<file path="src/rtl/memory_access_unit.sv">
// rtl/memory_access_unit.sv - load/store initiator for the word-organised data memory
//
// Purpose: accepts one load/store request at a time, performs byte/halfword/word
// access with little-endian lane selection, sign/zero extension and
// read-modify-write for sub-word stores, and reports alignment/range errors.
//
// Ports:
//   Clock, Reset          rising-edge clock, asynchronous active-high reset
//   RequestValid/Ready    request handshake (Ready high only in IDLE)
//   RequestWrite          1 = store, 0 = load
//   RequestSize           00 byte, 01 halfword, 10 word, 11 illegal
//   RequestSigned         load sign-extend select
//   RequestAddress        byte address
//   RequestData           right-aligned store data
//   ResponseValid         one-cycle completion pulse
//   ResponseData          load result (0 for stores and errors)
//   ResponseError         error flag, qualified by ResponseValid
//   MemAddress            word address to memory, [1:0] always 0
//   MemDataIn             write data to memory
//   MemEnableWrite        memory write enable
//   MemDataOut            combinational read data from memory
module memory_access_unit #(
  parameter int MEM_BYTES = 128
) (
  input  logic        Clock,
  input  logic        Reset,
  input  logic        RequestValid,
  output logic        RequestReady,
  input  logic        RequestWrite,
  input  logic [1:0]  RequestSize,
  input  logic        RequestSigned,
  input  logic [31:0] RequestAddress,
  input  logic [31:0] RequestData,
  output logic        ResponseValid,
  output logic [31:0] ResponseData,
  output logic        ResponseError,
  output logic [31:0] MemAddress,
  output logic [31:0] MemDataIn,
  output logic        MemEnableWrite,
  input  logic [31:0] MemDataOut
);

  localparam logic [31:0] MEM_LIMIT = 32'(MEM_BYTES);

  typedef enum logic [1:0] {
    IDLE  = 2'd0,
    READ  = 2'd1,
    WRITE = 2'd2,
    RESP  = 2'd3
  } state_t;

  state_t      state;
  logic [1:0]  offset_q;
  logic [1:0]  size_q;
  logic        signed_q;
  logic        write_q;
  logic [31:0] data_q;

  logic        req_error;
  logic [4:0]  lane_shift;
  logic [31:0] lane_shifted;
  logic [31:0] load_value;
  logic [31:0] lane_mask;
  logic [31:0] merged_word;

  // Ready is decoded from state only, so it never depends on Request* inputs.
  assign RequestReady = (state == IDLE);

  always_comb begin
    req_error = 1'b0;
    case (RequestSize)
      2'b01:   req_error = RequestAddress[0];
      2'b10:   req_error = |RequestAddress[1:0];
      2'b11:   req_error = 1'b1;
      default: req_error = 1'b0;
    endcase
    if (RequestAddress >= MEM_LIMIT) begin
      req_error = 1'b1;
    end
  end

  // Halfwords are always 2-byte aligned when they reach READ, so shifting by
  // the byte offset also selects the correct halfword lane.
  assign lane_shift   = {offset_q, 3'b000};
  assign lane_shifted = MemDataOut >> lane_shift;

  always_comb begin
    load_value = MemDataOut;
    case (size_q)
      2'b00: load_value = signed_q ? {{24{lane_shifted[7]}}, lane_shifted[7:0]}
                                   : {24'h000000, lane_shifted[7:0]};
      2'b01: load_value = signed_q ? {{16{lane_shifted[15]}}, lane_shifted[15:0]}
                                   : {16'h0000, lane_shifted[15:0]};
      default: load_value = MemDataOut;
    endcase
  end

  // Read-modify-write merge: only the addressed lane takes store data.
  assign lane_mask   = ((size_q == 2'b00) ? 32'h0000_00FF : 32'h0000_FFFF) << lane_shift;
  assign merged_word = (MemDataOut & ~lane_mask) | ((data_q << lane_shift) & lane_mask);

  always_ff @(posedge Clock or posedge Reset) begin
    if (Reset) begin
      state          <= IDLE;
      offset_q       <= 2'b00;
      size_q         <= 2'b00;
      signed_q       <= 1'b0;
      write_q        <= 1'b0;
      data_q         <= 32'h0;
      ResponseValid  <= 1'b0;
      ResponseData   <= 32'h0;
      ResponseError  <= 1'b0;
      MemAddress     <= 32'h0;
      MemDataIn      <= 32'h0;
      MemEnableWrite <= 1'b0;
    end else begin
      case (state)
        IDLE: begin
          ResponseValid  <= 1'b0;
          MemEnableWrite <= 1'b0;
          if (RequestValid) begin
            offset_q   <= RequestAddress[1:0];
            size_q     <= RequestSize;
            signed_q   <= RequestSigned;
            write_q    <= RequestWrite;
            data_q     <= RequestData;
            MemAddress <= {RequestAddress[31:2], 2'b00};
            if (req_error) begin
              ResponseValid <= 1'b1;
              ResponseError <= 1'b1;
              ResponseData  <= 32'h0;
              state         <= RESP;
            end else if (RequestWrite && (RequestSize == 2'b10)) begin
              MemDataIn      <= RequestData;
              MemEnableWrite <= 1'b1;
              state          <= WRITE;
            end else begin
              state <= READ;
            end
          end
        end
        READ: begin
          if (write_q) begin
            MemDataIn      <= merged_word;
            MemEnableWrite <= 1'b1;
            state          <= WRITE;
          end else begin
            ResponseValid <= 1'b1;
            ResponseError <= 1'b0;
            ResponseData  <= load_value;
            state         <= RESP;
          end
        end
        WRITE: begin
          MemEnableWrite <= 1'b0;
          ResponseValid  <= 1'b1;
          ResponseError  <= 1'b0;
          ResponseData   <= 32'h0;
          state          <= RESP;
        end
        RESP: begin
          ResponseValid <= 1'b0;
          ResponseError <= 1'b0;
          state         <= IDLE;
        end
        default: state <= IDLE;
      endcase
    end
  end

endmodule

</file>
<file path="config.mk">
export PLATFORM = sky130hd
export DESIGN_NAME = memory_access_unit
export DESIGN_NICKNAME = d
export VERILOG_FILES = /design/src/rtl/memory_access_unit.sv
export SDC_FILE = /design/constraint.sdc
export NUM_CORES = 1
export LEC_CHECK = 0
export CORE_MARGIN = 5
export CORE_UTILIZATION = 30
export DETAILED_ROUTE_END_ITERATION = 8
export DONT_BUFFER_PORTS = 1
export SETUP_SLACK_MARGIN = 0.05
export SYNTH_ARGS = -nofsm -noshare
export SYNTH_HDL_FRONTEND = slang
export SYNTH_SLANG_ARGS = --single-unit
</file>
<file path="constraint.sdc">
create_clock -name Clock -period 6 [get_ports Clock]
set_input_delay 1.2 -clock Clock [delete_from_list [all_inputs] [get_ports Clock]]
set_output_delay 1.2 -clock Clock [all_outputs]
set_load 0.05 [all_outputs]
</file>
Yosys cells after proc, flatten, opt, wreduce, memory -nomap -nowiden

Index checks and enable logic that the tools add are counted.

Order comparisons: 1
Equal/unequal tests: 13
Shift operators: 3
Muxes and demuxes: 33
Bitwise operators: 4
Reductions and logical operators: 12

Operators with widths:

| operator                                               | count |
|---|---|
| two-way mux 32 bit                                     | 9 |
| one-hot mux 32 bit (2 select lines)                    | 2 |
| one-hot mux 32 bit (3 select lines)                    | 1 |
| bitwise AND 32 bit                                     | 2 |
| >= comparator 32 x 8 -> 1 bit (second input constant)  | 1 |
| NOT 32 bit                                             | 1 |
| OR 32 bit                                              | 1 |
| << shifter 16 x 5 -> 32 bit                            | 1 |
| << shifter 32 x 5 -> 32 bit                            | 1 |
| >> shifter 32 x 5 -> 16 bit                            | 1 |
| two-way mux 16 bit                                     | 1 |
| two-way mux 1 bit                                      | 12 |
| one-hot mux 1 bit (3 select lines)                     | 3 |
| equality test 2 bit (second input constant)            | 4 |
| inequality test 2 bit (second input constant)          | 4 |
| one-hot mux 2 bit (4 select lines)                     | 1 |
| equality test 2 x 1 -> 1 bit (second input constant)   | 3 |
| two-way mux 2 bit                                      | 3 |
| AND reduction 5 bit                                    | 1 |
| logical NOT 2 bit                                      | 2 |
| inequality test 2 x 1 -> 1 bit (second input constant) | 2 |
| one-hot mux 1 bit (4 select lines)                     | 1 |
| AND reduction 2 bit                                    | 2 |
| AND reduction 4 bit                                    | 1 |
| other kinds (5)                                        | 6 |

Bits in registers: 137
Bits of input ports: 103
Output and inout bits: 100

Longest topological paths before layout

Gate-level depths: netlist of the first run.

Depth in word-level cells: 8
Mapped depth: 9
Gate-level depth less buffers: 7

Least setup slack after synthesis of the first run

No wires, ideal clock.

Path kind: input -> register
Start point: in RequestAddress[23]
End point: reg ResponseData[12]
Library setup time: 0.127 ns
Data arrival time: 2.484 ns
Slack: 3.388 ns
Stages: 6
Path buffers: 1
Cell sequence: nor4_1 -> o2111ai_2 -> o21ai_2 -> a211oi_4 -> buf_6 -> mux2_1

Word-level cells in the longest chain between the ends: 4

RTL lines:

| item                                     | RTL line | RTL |
|---|---|---|
| start: declaration                       | 32       | `input logic [31:0] RequestAddress,` |
| >= comparator 32 x 8 -> 1 bit            | 77       | `if (RequestAddress >= MEM_LIMIT) begin` |
| two-way mux 1 bit                        | 77       |  |
| inequality test 2 x 1 -> 1 bit (no line) | n/a      |  |
| AND reduction 4 bit (no line)            | n/a      |  |
| end signal: assignment                   | 150      | `ResponseData <= load_value;` |
| end: declaration                         | 35       | `output logic [31:0] ResponseData,` |

Every way passes these cells.
A chain may end at the register's enable or synchronous reset.

Worst setup path after layout of the first run

Start point: reg state[1]
End point: reg MemDataIn[22]

Word-level cells in the longest chain between the ends: 3
Elaborated cells between the ends (all ways): 9

RTL lines:

| item                                                              | RTL line | RTL |
|---|---|---|
| start: declaration                                                | 52       | `state_t state;` |
| start signal: assignment                                          | 104      | `state <= IDLE;` |
| start signal: assignment                                          | 132      | `state <= RESP;` |
| start signal: assignment                                          | 136      | `state <= WRITE;` |
| equality test 2 x 1 -> 1 bit or logical NOT 2 bit (tied branches) | 117      | `case (state)` |
| inequality test 2 bit (no line) (tied with other cells)           | n/a      |  |
| AND reduction 5 bit (no line)                                     | n/a      |  |
| end signal: assignment                                            | 134      | `MemDataIn <= RequestData;` |
| end signal: assignment                                            | 144      | `MemDataIn <= merged_word;` |
| end: declaration                                                  | 38       | `output logic [31:0] MemDataIn,` |

Several ways; a longest one is shown, not always the timed one.

==> metrics.csv, run 1 <==
stage,metric,value,unit
setup_path,data arrival time at the worst-slack endpoint,4.06,ns
floorplanning,Top-Level Pins,203,
setup_path,crit path launch type,flop,
logic_synthesis,largest family of logic cells by synthesized area,multiplexers,
logic_synthesis,Synth Register Bits,121,
power,power per cell area,720,nW/µm²
drt,vias per cell,5.27,
placed_design,PortBufs,0,
logic_synthesis,Synth Area in Adders,0.986,%
timing,Slew HR,30.1,%
floorplanning,die width,155,µm
logic_synthesis,Mapped Area,6340,µm²
timing,clock period minus final worst setup slack,3.77,ns
global_routing,first-pass GRT wire length,30300,µm
logic_synthesis,XOR/XNOR share of the synthesized area,0,%
timing,skew final,0.0183,ns
drt,Post-DRT Antenna Nets,0,
clock_tree,TritonCTS Buffers,17,
clock_tree,cell at the root of the clock tree,clkbuf_16,
flow_run,Max-Cap Viols,0,
logic_synthesis,Yosys cell types,46,
setup_path,crit-path max FO,64,
power,Peak VDD IR,0.000325,V
clock_tree,CTS Hold Bufs,0,
timing,Total Neg Setup Slack,0,ns
clock_tree,htree depth,4,
timing,Slew @ Worst Pin,1.05,ns
setup_path,CP required,6.29,ns
drt,Pre-antenna DRT Iters,4,
clock_tree,Clock Tree Buf Depth,2,
finish,fraction of layout cells with a size suffix above 1,27.2,%
clock_tree,CTS tree,yes,
logic_synthesis,Mapped Cells,566,
placed_design,RePlAce Congestion,0.870,
timing,final period utilization,62.8,%
clock_tree,post-CTS sizing,0,
clock_tree,worst skew pair latency,0.42,ns
run_status,outcome,"complete, no violations",
logic_synthesis,top cell type's share of synthesized area,47.7,%
logic_synthesis,post-synthesis mux area share,27.5,%
finish,Nets,657,
timing,setup violators final,0,
floorplanning,FP Rows,53,
timing,RSZ-0062 raised after global routing,no,
floorplanning,Core ar.,20900,µm²
global_routing,total grt overflow,0,
clock_tree,clock sinks,121,
logic_synthesis,Post-synth top cells,"121 x dfrtp_1, 103 x mux2_2, 55 x o21ai_0",
logic_synthesis,leading register cell type out of synthesis,dfrtp_1,
drt,DR vias,4414,
power,Pwr Total,5.12,mW
finish,Inserted Diodes,0,
min_path,HP Class,reg -> reg,
global_routing,gr usage total,16.6,%
power,LEAKAGE,3.05,nW
logic_synthesis,largest cells by area after synthesis,"dfrtp_1 48%, mux2_2 18%, mux2i_1 6.0%",
logic_synthesis,Avg Synthesized Cell Area,11.2,µm²
logic_synthesis,"Async S/R FF share, synth",100,%
logic_synthesis,post-synthesis compound-gate area fraction,12.4,%
setup_path,critical path class,reg -> reg,
clock_tree,Post-CTS Setup Repair Bufs,0,
setup_path,CP Capture Type,flop,
floorplanning,die area,24100,µm²
logic_synthesis,top-count cell post-synth,dfrtp_1,
finish,Area Growth Syn to Fin,12.2,%
timing,f_max,266,MHz
global_routing,number of global-route vias before repair,4857,
drt,Initial DRC Count,263,
logic_synthesis,simple logic cell fraction of the synthesized area,6.73,%
floorplanning,Chip Height,155,µm
logic_synthesis,Post-synth EDFFs,0,
clock_tree,clk slew on worst S/H paths,0.06,ns
timing,"Hold Violations, Final",0,
timing,Min Hold Slack,0.542,ns
finish,Finished Layout Cells,837,
logic_synthesis,Ys Warns,0,
logic_synthesis,"area leader, netlist",dfrtp_1,
floorplanning,starting density of the core,30.4,%
global_routing,pin count of the biggest net entering global routing,70,
global_routing,initial antenna violation count,0,
timing,Max Transition Viols Final,0,
placed_design,DP Wirelength,15500,µm
drt,WL/cell,23.7,µm
placed_design,placed cells,805,
drt,drt drc,0,
logic_synthesis,sequential area share after synthesis,47.7,%
drt,Total Wirelength,19800,µm
through the flow:
step,setup WS [ns],cell area (µm²),utilization (%)
CTS,2.21,7110,34.1
global placement,2.43,6530,31.3
detailed placement,2.21,6530,31.3
finish,2.23,7110,34.1
global route,1.86,7110,34.1
floorplan,1.59,6350,-
worst paths after layout:
kind / from / endpoint / slack (ns) / depth (start not counted)
worst min register to register: data_q[13]$_DFFE_PP0P_ / data_q[13]$_DFFE_PP0P_ / 0.54 / 1
worst max-delay path: state[1]$_DFFE_PP0N_ / MemDataIn[22]$_DFFE_PP0P_ / 2.23 / 7
min in group asynchronous: Reset / MemAddress[11]$_DFFE_PP0P_ / 0.82 / 1
worst max register to register: state[1]$_DFFE_PP0N_ / MemDataIn[22]$_DFFE_PP0P_ / 2.23 / 7
worst min-delay path: data_q[13]$_DFFE_PP0P_ / data_q[13]$_DFFE_PP0P_ / 0.54 / 1
max in group asynchronous: Reset / ResponseData[23]$_DFFE_PP0P_ / 3.93 / 2
logic make-up after synthesis:
family                   after synthesis
adder cells (fa/ha/maj)                5
AND/OR/NAND/NOR                       94
multiplexers                         158
buffers and inverters                 64
other                                  1
AO/OA/AOI/OAI                        123
flip-flops                           121
cells in the final DEF, fill, tap and decap left out, drive strengths merged, types with 2 or more instances in the layout:
master    Yosys  final
nor4          6      6
nand2        21     21
buf          24      4
clkbuf       17     18
dfrtp       121    121
nor2         50     50
a22o          7      7
inv          23     24
clkinvlp      0      5
o21ai        57     57
mux2        119    119
nor3          5      5
mux2i        38     38
nand2b        2      2
bufinv        0      2
nor2b         3      3
clkinv        0      6
conb          1      2
a211oi        2      2
o221ai        7      7
o211ai        8      8
ha            5      5
o32a          9      9
a21oi        27     27
layer usage:
metal | vias up | track usage (%) | share of wire (%)
met3 | 19 | 10.1 | 14
li1 | 1998 | - | -
met4 | 0 | 3.83 | 1.1
met1 | 2168 | 18.3 | 35
met2 | 229 | 27.2 | 49
met5 | - | 0 | 0
final cells by class:
cell class	count	area (µm²)
Clock buffer	18	429
Clock inverter	14	151
Fill cell	2091	13800
Timing Repair Buffer	4	30.0
Tap cell	275	344
Multi-Input combinational cell	382	3040
Inverter	23	88.8
Sequential cell	121	3030
critical path, stage by stage (launching register included):
cell and delay (ns):
dfrtp_1 0.42, inv_1 0.12, ha_2 0.89, inv_2 0.47, nor2_1 0.31, nor3_1 0.13
a21oi_4 0.85, mux2_2 0.43
sequential cells by signal (all words and copies together), names as in the netlist, 2 cells and up:
| signal | cells |
|---|---|
| MemDataIn | 32 |
| ResponseData | 32 |
| MemAddress | 30 |
| data_q | 16 |
| offset_q | 2 |
| size_q | 2 |
| state | 2 |
power breakdown:
part	switching, mW	leakage, nW	total [mW]	internal (mW)
combinational	0.866	1.29	1.66	0.789
clock	0.393	0.268	1.00	0.612
sequential	1.30	1.49	2.46	1.16
total	2.56	3.05	5.12	2.56
No activity file was read; power rests on OpenSTA's default activity.
==> run 2, diff against run 1 <==
==> constraint.sdc (replaced) <==
create_clock -name Clock -period 3.15 [get_ports Clock]
set_input_delay 0.63 -clock Clock [delete_from_list [all_inputs] [get_ports Clock]]
set_output_delay 0.63 -clock Clock [all_outputs]
set_load 0.05 [all_outputs]
==> metrics.csv, run 2 (synthesis gave the netlist of run 1 again) <==
stage,metric,value,unit
power,power per cell area,1370,nW/µm²
setup_path,crit path launch type,flop,
drt,Initial DRC Count,272,
clock_tree,htree depth,4,
timing,skew final,0.00630,ns
power,Peak VDD IR,0.000692,V
finish,Area Growth Syn to Fin,13.1,%
min_path,HP Class,in -> async,
power,Seq pwr share,47.9,%
setup_path,CP Capture Type,flop,
timing,final period utilization,81.1,%
clock_tree,TritonCTS Buffers,17,
drt,drt drc,0,
drt,Post-DRT Antenna Nets,0,
timing,Slew HR,30.0,%
drt,vias per cell,5.35,
finish,register area,3030,µm²
setup_path,data arrival time at the worst-slack endpoint,2.85,ns
floorplanning,FP Rows,53,
drt,Total Wirelength,20300,µm
global_routing,gr usage total,16.8,%
timing,RSZ-0062 raised after global routing,no,
finish,Layout fillers,2078,
timing,"Hold Violations, Final",0,
clock_tree,worst skew pair latency,0.42,ns
setup_path,R2R Setup Slk,0.59,ns
power,Sw Share,50.3,%
power,Combinational Power Share,33.0,%
floorplanning,starting density of the core,30.4,%
global_routing,pin count of the biggest net entering global routing,64,
finish,"commonest cells after routing, fill and taps aside","121 x dfrtp_1, 103 x mux2_2, 55 x o21ai_0",
global_routing,initial antenna violation count,0,
clock_tree,cell at the root of the clock tree,clkbuf_16,
setup_path,Levels on crit path,5,
floorplanning,Core ar.,20900,µm²
drt,WL/cell,24.0,µm
clock_tree,clock sinks,121,
timing,Total Neg Setup Slack,0,ns
placed_design,RePlAce Congestion,0.845,
placed_design,DP Wirelength,15700,µm
timing,Slew @ Worst Pin,1.05,ns
setup_path,Bufs and invs on worst path,0,
finish,Inserted Diodes,0,
floorplanning,Top-Level Pins,203,
global_routing,number of global-route vias before repair,4818,
setup_path,crit-path max FO,16,
timing,f_max,391,MHz
clock_tree,clk slew on worst S/H paths,0.06,ns
floorplanning,die area,24100,µm²
setup_path,critical path class,reg -> reg,
setup_path,R2R depth,5,
global_routing,total grt overflow,0,
clock_tree,post-CTS sizing,0,
timing,Max Transition Viols Final,0,
power,Pwr Total,9.82,mW
setup_path,critical path's top delay family,flip-flops,
setup_path,R2R Path Start,offset_q[1]$_DFFE_PP0P_,
timing,setup violators final,0,
setup_path,CP max stage cell,dfrtp_1,
run_status,outcome,"complete, no violations",
clock_tree,Post-CTS Setup Repair Bufs,0,
clock_tree,CTS tree,yes,
clock_tree,CTS Hold Bufs,0,
clock_tree,Clock Tree Buf Depth,2,
drt,Pre-antenna DRT Iters,4,
placed_design,PortBufs,0,
setup_path,worst flop-to-flop path endpoint,MemDataIn[23]$_DFFE_PP0P_,
floorplanning,Chip Height,155,µm
setup_path,critical path cell sequence,nand2b_1 -> o21ai_1 -> o211ai_1 -> o21ai_0 -> mux2_2,
finish,area of the multi-input gates,3040,µm²
power,Clk pwr share,19.1,%
power,switching pwr,4.94,mW
finish,Nets,664,
drt,DR vias,4517,
finish,"most common cell after layout, fill and taps aside",dfrtp_1,
finish,fraction of layout cells with a size suffix above 1,28.3,%
setup_path,peak per-stage delay on the critical path,0.86,ns
timing,clock period minus final worst setup slack,2.56,ns
finish,Top Registers,"MemDataIn: 32 flops, ResponseData: 32 flops, MemAddress: 30 flops",
global_routing,first-pass GRT wire length,30500,µm
floorplanning,die width,155,µm
setup_path,CP required,3.45,ns
flow_run,Max-Cap Viols,0,
power,LEAKAGE,3.09,nW
power,P_int,4.88,mW
run 2: cell types whose count changed in the layout (fill, tap and decap cells not counted), sizes merged:
cell | before | now
clkinv | 6 | 8
clkinvlp | 5 | 3
bufinv | 2 | 1
clkbuf | 18 | 19
buf | 4 | 11
run 2: final cells by class:
| type | count | area share, % |
|---|---|---|
| clock buffer | 19 | 6.31 |
| sequential | 121 | 42.2 |
| inverter | 23 | 1.26 |
| tap | 275 | 4.80 |
| timing repair buffer | 11 | 1.33 |
| clock inverter | 13 | 1.69 |
| multi-input combinational | 382 | 42.4 |
run 2: worst max path at each step:
stage                                        from                        end
final                     offset_q[1]$_DFFE_PP0P_  MemDataIn[23]$_DFFE_PP0P_
after detailed placement           RequestSize[0]  MemDataIn[23]$_DFFE_PP0P_
after global placement             RequestSize[0]  MemDataIn[23]$_DFFE_PP0P_
after CTS                    state[1]$_DFFE_PP0N_  MemDataIn[23]$_DFFE_PP0P_
after global routing         state[1]$_DFFE_PP0N_  MemDataIn[23]$_DFFE_PP0P_
after floorplan              state[0]$_DFFE_PP0N_   MemDataIn[6]$_DFFE_PP0P_
run 2: metrics by stage:
step	utilization [%]	instance area (µm²)	hold slack [ns]	instances	worst slack [ns]
after global routing	34.3	7170	0.130	844	0.471
after detailed placement	31.6	6600	0.524	812	0.618
after global placement	31.6	6600	0.516	812	0.646
after CTS	34.3	7170	0.112	844	0.631
after floorplan	-	6350	0.498	567	0.801
final	34.3	7170	0.108	844	0.594
run 2: per-layer routing:
metal	routed length, µm	track usage, %
met5	0	0
met4	317	5.00
met3	2720	9.65
met2	9820	27.4
met1	7440	18.8
run 2: power by group through the flow:
| stage | combinational, mW | sequential, mW | clock, mW |
|---|---|---|---|
| floorplan | 2.77 | 4.38 | 0 |
| global placement | 3.11 | 4.72 | 0 |
| detailed placement | 3.24 | 4.73 | 0 |
| CTS | 3.25 | 4.72 | 1.92 |
| global route | 3.56 | 4.81 | 1.99 |
| finish | 3.24 | 4.70 | 1.88 |
==> run 3, diff against run 2 <==
==> constraint.sdc (replaced) <==
create_clock -name Clock -period 2.6 [get_ports Clock]
set_input_delay 0.52 -clock Clock [delete_from_list [all_inputs] [get_ports Clock]]
set_output_delay 0.52 -clock Clock [all_outputs]
set_load 0.05 [all_outputs]
==> metrics.csv, run 3 (synthesis gave the netlist of run 1 again) <==
stage,metric,value,unit
run_status,outcome,"complete, no violations",
clock_tree,clk slew on worst S/H paths,0.06,ns
drt,vias per cell,5.30,
timing,Total Neg Setup Slack,0,ns
clock_tree,clock sinks,121,
timing,RSZ-0062 raised after global routing,no,
drt,Post-DRT Antenna Nets,0,
clock_tree,TritonCTS Buffers,17,
timing,Max Transition Viols Final,0,
placed_design,PortBufs,0,
power,Sw Share,49.6,%
min_path,hold path depth,1,
placed_design,DP Wirelength,15600,µm
setup_path,CP Capture Type,flop,
setup_path,peak per-stage delay on the critical path,0.69,ns
setup_path,CP max stage cell,nor3_1,
drt,Total Wirelength,20700,µm
finish,"most common cell after layout, fill and taps aside",dfrtp_1,
power,Pwr Total,12.1,mW
power,LEAKAGE,3.12,nW
placed_design,RePlAce Congestion,0.858,
floorplanning,FP Rows,53,
timing,clock period minus final worst setup slack,2.46,ns
timing,Slew HR,35.0,%
finish,fraction of layout cells with a size suffix above 1,28.4,%
setup_path,Bufs and invs on worst path,1,
drt,DR vias,4503,
finish,Area Growth Syn to Fin,14.4,%
timing,Slew @ Worst Pin,0.972,ns
power,P_int,6.11,mW
min_path,hold_sp,RequestData[3],
clock_tree,cell at the root of the clock tree,clkbuf_16,
clock_tree,htree depth,4,
power,Peak VDD IR,0.000886,V
finish,Nets,668,
floorplanning,Core ar.,20900,µm²
placed_design,Post-Place Worst Slack,0.0219,ns
drt,drt drc,0,
timing,final period utilization,94.8,%
power,Clk pwr share,20.1,%
timing,Min Hold Slack,0.248,ns
floorplanning,die width,155,µm
drt,Initial DRC Count,290,
clock_tree,Post-CTS Setup Repair Bufs,0,
global_routing,pin count of the biggest net entering global routing,86,
finish,Top Registers,"MemDataIn: 32 flops, ResponseData: 32 flops, MemAddress: 30 flops",
timing,setup violators final,0,
finish,"commonest cells after routing, fill and taps aside","121 x dfrtp_1, 103 x mux2_2, 55 x o21ai_0",
floorplanning,starting density of the core,30.4,%
min_path,Min-Delay Endpoint,data_q[3]$_DFFE_PP0P_,
drt,WL/cell,24.4,µm
setup_path,data arrival time at the worst-slack endpoint,2.76,ns
finish,Util after Layout,34.7,%
power,switching pwr,6.01,mW
setup_path,CP required,2.89,ns
setup_path,R2R Path Start,state[0]$_DFFE_PP0N_,
power,power per cell area,1670,nW/µm²
clock_tree,worst skew pair latency,0.42,ns
global_routing,number of global-route vias before repair,4851,
setup_path,worst flop-to-flop path endpoint,MemDataIn[6]$_DFFE_PP0P_,
flow_run,Max-Cap Viols,0,
setup_path,critical path class,reg -> reg,
min_path,HP Class,in -> reg,
power,Combinational Power Share,33.8,%
power,Seq pwr share,46.0,%
clock_tree,CTS tree,yes,
timing,"Hold Violations, Final",0,
global_routing,total grt overflow,0,
timing,skew final,0.0106,ns
setup_path,crit path launch type,flop,
setup_path,R2R Setup Slk,0.14,ns
setup_path,critical path's top delay family,simple AND/OR/NAND/NOR gates,
setup_path,R2R depth,6,
global_routing,initial antenna violation count,2,
global_routing,first-pass GRT wire length,31000,µm
setup_path,critical path cell sequence,inv_1 -> ha_1 -> nand2_2 -> nor3_1 -> a21oi_4 -> mux2_1,
setup_path,crit-path max FO,16,
drt,Pre-antenna DRT Iters,5,
floorplanning,Chip Height,155,µm
global_routing,gr usage total,17.0,%
timing,f_max,406,MHz
floorplanning,die area,24100,µm²
timing,final worst setup slack,0.136,ns
floorplanning,Top-Level Pins,203,
clock_tree,Clock Tree Buf Depth,2,
run 3: cell count changes in the layout (fill, tap and decap cells not counted), sizes merged:
cell         delta
diode           +1
inv             -1
bufinv          +2
dlygate4sd3     +1
buf             +2
clkinv          -1
a21oi           +1
run 3: metrics by stage:
stage,area [µm²],instances
floorplan,6350,567
finish,7260,849
global route,7260,849
CTS,7260,848
detailed placement,6620,814
global placement,6620,814
run 3: worst reg2reg max path, delay by kind of cell (launching register included):
kind                     cells  cell delay, ns
AND/OR/NAND/NOR              2            0.77
AO/OA/AOI/OAI                1            0.36
adder cells (fa/ha/maj)      1            0.25
multiplexers                 1            0.42
flip-flops                   1            0.42
buffers and inverters        1            0.13
run 3: power by group through the flow:
| stage | sequential (mW) | combinational (mW) | clock, mW |
|---|---|---|---|
| floorplan | 5.31 | 3.36 | 0 |
| global placement | 5.61 | 3.91 | 0 |
| detailed placement | 5.63 | 4.06 | 0 |
| CTS | 5.60 | 4.09 | 2.48 |
| global route | 5.70 | 4.48 | 2.58 |
| finish | 5.58 | 4.10 | 2.44 |
run 3: worst max path at each step:
| stage | start | endpoint | cells past startpoint |
|---|---|---|---|
| CTS | state[0]$_DFFE_PP0N_ | MemDataIn[6]$_DFFE_PP0P_ | 6 |
| floorplan | state[0]$_DFFE_PP0N_ | MemDataIn[6]$_DFFE_PP0P_ | 8 |
| detailed placement | state[1]$_DFFE_PP0N_ | MemDataIn[24]$_DFFE_PP0P_ | 7 |
| finish | state[0]$_DFFE_PP0N_ | MemDataIn[6]$_DFFE_PP0P_ | 6 |
| global route | state[0]$_DFFE_PP0N_ | MemDataIn[2]$_DFFE_PP0P_ | 6 |
| global placement | state[1]$_DFFE_PP0N_ | MemDataIn[23]$_DFFE_PP0P_ | 7 |
run 3: layout make-up:
type	instances	area, µm²
flip-flops and latches	121	3030
diodes	1	2.50
multi-input cells	383	3060
well taps	275	344
fillers	2071	13600
clock inverters	13	171
inverters	23	90.1
clock buffers	19	443
repair buffers	14	120
run 3: what timing repair did:
action                     CTS  global route
gates resized for setup      1             0
hold buffers                 1             0
setup endpoints to repair   29             0
hold endpoints to repair     2             0
run 3: layer usage:
| layer | wire length [µm] | GRT usage [%] | part of all wire [%] | vias up |
|---|---|---|---|---|
| met1 | 7630 | 19.0 | 37 | 2200 |
| met4 | 483 | 5.88 | 2.3 | 2 |
| met2 | 9660 | 27.0 | 47 | 235 |
| met5 | 7 | 0 | 0.034 | - |
| met3 | 2910 | 10.2 | 14 | 31 |
| li1 | - | - | - | 2035 |
